$ cat src/rtl/digit_entry_ctrl.sv
`timescale 1ns/1ps
// -----------------------------------------------------------------------------
// digit_entry_ctrl
//
// Player digit-entry controller for the number-guessing game. Holds
// NUM_DIGITS editable base-RADIX digits, each stepped by an edge-detected
// pushbutton. Only the low max_digits positions are active; the rest are
// forced to zero. A confirm press snapshots the entry and offers it to the
// comparator over a valid/ready handshake. Editing is frozen until the
// comparator accepts. Accepted guesses are counted with saturation.
//
// Optional feature macro: DIGIT_DEC_EN
//   When defined, a dec_btn input is added. Each digit can then also be
//   decremented, and an increment and a decrement in the same cycle cancel.
//
// Ports:
//   clk            system clock, all state on rising edge
//   restart        asynchronous active-low reset
//   max_digits     number of active digits (difficulty)
//   inc_btn        per-digit increment buttons (level, debounced upstream)
//   dec_btn        per-digit decrement buttons (DIGIT_DEC_EN only)
//   confirm        lock-in button (level)
//   clear          synchronous clear of the entered digits (ignored while busy)
//   guess_ready    comparator accepts the offered guess
//   display_digits live entry value, digit i at [i*DIGIT_W +: DIGIT_W]
//   guess_digits   snapshotted guess, same packing
//   guess_valid    guess offered to comparator
//   guess_count    accepted guesses, saturating
//   busy           high while a guess is pending
// -----------------------------------------------------------------------------
module digit_entry_ctrl #(
    parameter int NUM_DIGITS = 3,
    parameter int DIGIT_W    = 4,
    parameter int RADIX      = 10,
    parameter int CNT_W      = 8,
    parameter int MD_W       = 2
) (
    input  logic                          clk,
    input  logic                          restart,
    input  logic [MD_W-1:0]               max_digits,
    input  logic [NUM_DIGITS-1:0]         inc_btn,
`ifdef DIGIT_DEC_EN
    input  logic [NUM_DIGITS-1:0]         dec_btn,
`endif
    input  logic                          confirm,
    input  logic                          clear,
    input  logic                          guess_ready,
    output logic [NUM_DIGITS*DIGIT_W-1:0] display_digits,
    output logic [NUM_DIGITS*DIGIT_W-1:0] guess_digits,
    output logic                          guess_valid,
    output logic [CNT_W-1:0]              guess_count,
    output logic                          busy
);

    typedef enum logic {
        ENTRY   = 1'b0,
        PENDING = 1'b1
    } state_t;

    state_t                        state_reg;
    state_t                        state_next;
    logic [NUM_DIGITS-1:0]         inc_hist_reg;
    logic [NUM_DIGITS-1:0]         inc_ev;
    logic [NUM_DIGITS-1:0]         dec_ev;
    logic                          confirm_hist_reg;
    logic                          confirm_ev;
    logic [NUM_DIGITS-1:0]         active;
    logic                          capture;
    logic                          accept;
    logic [NUM_DIGITS*DIGIT_W-1:0] guess_reg;
    logic [CNT_W-1:0]              count_reg;

    // Histories reset to ones so a button held through reset release is
    // seen as already pressed and does not fire.
    assign inc_ev     = inc_btn & ~inc_hist_reg;
    assign confirm_ev = confirm & ~confirm_hist_reg;

`ifdef DIGIT_DEC_EN
    logic [NUM_DIGITS-1:0] dec_hist_reg;

    assign dec_ev = dec_btn & ~dec_hist_reg;

    always_ff @(posedge clk or negedge restart) begin
        if (!restart) begin
            dec_hist_reg <= '1;
        end else begin
            dec_hist_reg <= dec_btn;
        end
    end
`else
    assign dec_ev = '0;
`endif

    // 2**MD_W > NUM_DIGITS, so every position index fits in MD_W bits and
    // "i < max_digits" is the same as "i < min(max_digits, NUM_DIGITS)".
    for (genvar gi = 0; gi < NUM_DIGITS; gi++) begin : g_active
        assign active[gi] = (MD_W'(gi) < max_digits);
    end

    // Per-digit editable register.
    for (genvar gi = 0; gi < NUM_DIGITS; gi++) begin : g_digit
        logic [DIGIT_W-1:0] digit_reg;
        logic [DIGIT_W-1:0] digit_next;

        always_comb begin
            digit_next = digit_reg;
            if (!active[gi]) begin
                digit_next = '0;
            end else if (state_reg == ENTRY) begin
                if (clear) begin
                    digit_next = '0;
                end else if (inc_ev[gi] && !dec_ev[gi]) begin
                    digit_next = (digit_reg == DIGIT_W'(RADIX - 1)) ? '0
                                 : digit_reg + DIGIT_W'(1);
                end else if (dec_ev[gi] && !inc_ev[gi]) begin
                    digit_next = (digit_reg == '0) ? DIGIT_W'(RADIX - 1)
                                 : digit_reg - DIGIT_W'(1);
                end
            end
        end

        always_ff @(posedge clk or negedge restart) begin
            if (!restart) begin
                digit_reg <= '0;
            end else begin
                digit_reg <= digit_next;
            end
        end

        assign display_digits[gi*DIGIT_W +: DIGIT_W] = digit_reg;
    end

    // Handshake FSM. capture snapshots the pre-update entry value, so a
    // same-cycle increment lands in the display but not in the guess.
    always_comb begin
        state_next = state_reg;
        capture    = 1'b0;
        accept     = 1'b0;
        case (state_reg)
            ENTRY: begin
                if (confirm_ev && (max_digits != '0)) begin
                    state_next = PENDING;
                    capture    = 1'b1;
                end
            end
            PENDING: begin
                if (guess_ready) begin
                    state_next = ENTRY;
                    accept     = 1'b1;
                end
            end
            default: state_next = ENTRY;
        endcase
    end

    always_ff @(posedge clk or negedge restart) begin
        if (!restart) begin
            state_reg        <= ENTRY;
            inc_hist_reg     <= '1;
            confirm_hist_reg <= 1'b1;
            guess_reg        <= '0;
            count_reg        <= '0;
        end else begin
            state_reg        <= state_next;
            inc_hist_reg     <= inc_btn;
            confirm_hist_reg <= confirm;
            if (capture) begin
                guess_reg <= display_digits;
            end
            if (accept && (count_reg != {CNT_W{1'b1}})) begin
                count_reg <= count_reg + CNT_W'(1);
            end
        end
    end

    assign guess_digits = guess_reg;
    assign guess_valid  = (state_reg == PENDING);
    assign busy         = (state_reg == PENDING);
    assign guess_count  = count_reg;

endmodule
$ cat config.mk
export PLATFORM = sky130hd
export DESIGN_NAME = digit_entry_ctrl
export DESIGN_NICKNAME = d
export VERILOG_FILES = /design/src/rtl/digit_entry_ctrl.sv
export SDC_FILE = /design/constraint.sdc
export NUM_CORES = 1
export LEC_CHECK = 0
export CAP_MARGIN = 10
export CORE_MARGIN = 2
export CORE_UTILIZATION = 43
export CTS_CLUSTER_SIZE = 16
export DETAILED_ROUTE_END_ITERATION = 16
export GPL_ROUTABILITY_DRIVEN = 0
export HOLD_SLACK_MARGIN = 0.03
export PLACE_DENSITY = 0.71
export SLEW_MARGIN = 20
export SYNTH_ARGS = -nofsm -noshare
export SYNTH_HDL_FRONTEND = slang
export SYNTH_SLANG_ARGS = --single-unit
$ cat constraint.sdc
create_clock -name clk -period 2.2 [get_ports clk]
set_clock_uncertainty 0.2 [all_clocks]
set_input_delay 0.55 -clock clk [delete_from_list [all_inputs] [get_ports clk]]
set_output_delay 0.55 -clock clk [all_outputs]
set_load 0.01 [all_outputs]
==> out/qor.yml <==
outcome:
  status: "completed"
finish:
  layout-drive-gt1-share_pct: 15.3
  n_antenna_cell: 0
  layout_commonest_cell: "clkdlybuf4s50_1"
  post-route-util_pct: 62.4
  num-nets-final: 229
  regArea_um2: 931
  fill_cells: 319
  final_cell_mix: "clkdlybuf4s50_1 (42), dfrtp_1 (33), nand2_1 (22), o21ai_0 (14)"
  area.growth.synth_to_final_pct: 38.4
  multi_input_area_um2: 667
  final_area_mm2: 0.00232
timing:
  tightest_slew_ps: 626
  fmax_mhz: 471
  post-route-period-util_pct: 96.4
  hold_viol_final: 0
  max-slew-margin-rel_pct: 58.3
  setup_tns_ps: 0
  fin_ws_ps: 78.5
  setup_viol: 0
  min_period_ps: 2120
  drv_slew: 0
  rsz0062_at_grt: "no"
placement:
  numPortBuffers: 43
  dpl_cell_area_mm2: 0.00222
  dpl.hpwl_mm: 2.80
  place_ws_ps: -199
critical_path:
  crit_path_end_kind: "output port"
  startpoint: "g_digit[2].digit_reg[0]"
  cp_slowest_cell: "clkdlybuf4s50_1"
  r2r-start: "busy"
  reg2reg_depth: 2
  path_max_fanout: 8
  path_depth: 1
  cp.arrival_ps: 1370
  critPathKind: "register to output port"
  r2r_end: "guess_digits[0]"
  critPathMaxStageDelay_ps: 590
  crit_required_ps: 1450
  worstPathCellList: "clkdlybuf4s50_1"
  reg2reg_slack_ps: 400
  cp.buffers_inverters: 1
  crit_family: "buffers and inverters"
  critPathCapture: "display_digits[8]"
  critPathLaunchType: "register"
global_route:
  grt_pass1_wl_mm: 6.22
  globalRouteTotalUtil_pct: 18.9
  antenna_found_initial: 0
  grt_pass1_vias: 1399
  grt_overflow_total: 0
  grt_max_degree: 26
route:
  avgViaCountPerCell: 5.14
  routed_wirelength_mm: 3.68
  detail-route-antenna-nets: 0
  dr.pass1.iters: 4
  wire_per_inst_um: 14.0
  post-route-drc-count: 0
  first_iter_violations: 68
  via_count: 1353
clock_network:
  cts_max_path_buffers: 2
  cts_buffers: 5
  path_clk_slew_ps: 70
  cts_sinks: 37
  cts_root_buf: "clkbuf_8"
  cts_resized: 0
  cts_hold_buf: 0
  post_cts_buffers: 0
  cts_tree: "yes"
  cts_max_level: 2
  insertion_delay_ps: 290
floorplanning:
  start_util_pct: 45.1
  chipWidth_um: 66.4
  core_area_mm2: 0.00372
  rows: 22
  die_h_um: 66.4
  dieArea_mm2: 0.00441
  pin_count: 44
yosys:
  postSynthAreaPerCell_um2: 10.7
  ys.flop_type: "dfrtp_1"
  ys_warn_count: 0
  synth_top_cell_area_share_pct: 49.3
  synth_seq_area_share_pct: 55.5
  ys_ff_latch: 37
  synthTopCellsByArea: "dfrtp_1 (49%), dfstp_2 (6.3%), nand2_1 (4.9%), mux2_4 (4.5%), o21ai_0 (4.2%)"
  syn-num-nets: 171
  synth_cells: 156
  synth_top_area_cell: "dfrtp_1"
  synth_area_mm2: 0.00168
  synth_edf_count: 0
  yosysUniqueCellTypes: 29
  async_flop_share_pct: 100
flow_run:
  drv_cap: 0
power:
  finalPower_mw: 1.78
  power_leakage_nw: 0.990
  p_per_area_mw_per_mm2: 768
  ir_drop_uv: 474
min_path:
  hold_class: "input pin to asynchronous set/reset pin"
==> report_power, final <==
| part | internal, mW | switching, mW |
|---|---|---|
| Combinational | 0.240 | 0.165 |
| Clock | 0.283 | 0.237 |
| Sequential | 0.762 | 0.0943 |
| Total | 1.29 | 0.496 |
==> synth_stat cells (2+ instances only) <==
master / instances
mux2_4: 5
dfstp_2: 4
xnor2_1: 7
nand2_1: 22
dfrtp_1: 33
a311oi_1: 2
a21oi_1: 4
ha_1: 5
nand3_1: 8
a31oi_1: 4
nor2_1: 7
nand2b_1: 5
nor2b_1: 2
nor3b_1: 2
inv_1: 12
mux2_2: 2
nand4_1: 3
o22ai_1: 3
o21ai_0: 14
buf_6: 2
and2_1: 2
==> worst register-to-register path: cells and delay by family (launching register included) <==
kind,cells,cell delay (ps)
DFF,1,460
and+or+nand+nor,1,700
muxes,1,340
==> area by class of cell <==
| cell class | instances | share of cell area [%] |
|---|---|---|
| well taps | 48 | 2.59 |
| inverters | 12 | 1.94 |
| flip-flops and latches | 37 | 40.1 |
| clock inverters | 1 | 0.216 |
| repair buffers | 55 | 22.2 |
| clock buffers | 7 | 4.15 |
| multi-input cells | 103 | 28.7 |
==> metrics by stage <==
step	std cells	hold WS [ps]
final	263	60.1
after global routing	263	92.2
after CTS	263	65.9
after detailed placement	255	278
after global placement	255	263
after floorplan	156	54.4
==> kinds of logic (layout without fill, tap and decap cells) <==
family,count (synthesis),in the layout,synth area share (%)
adder cells (fa/ha/maj),5,5,3.73
flip-flops,37,37,55.5
AND/OR/NAND/NOR,54,54,16.0
buffers and inverters,16,75,4.70
AO/OA/AOI/OAI,30,30,10.5
XOR/XNOR,7,7,3.66
multiplexers,7,7,5.82
==> layer usage <==
layer	GRT usage [%]	share of wire, %	vias to the layer above
met5	0	0	-
met4	9.18	2.0	0
met3	3.92	3.6	6
met2	33.3	53	35
met1	21.7	41	659
li1	-	-	653
==> worst min-delay path by stage <==
stage                    start                 endpoint  cells past startpoint  slack, ps
6_report               restart          guess_digits[4]                      1         60
3_5_place_dp   guess_digits[6]          guess_digits[6]                      2        280
2_1_floorplan          restart                     busy                      0         50
4_1_cts                restart         guess_digits[11]                      1         70
3_3_place_gp   guess_digits[9]          guess_digits[9]                      2        260
5_1_grt                restart  g_digit[0].digit_reg[1]                      1         90
No activity file was read; power rests on OpenSTA's default activity.
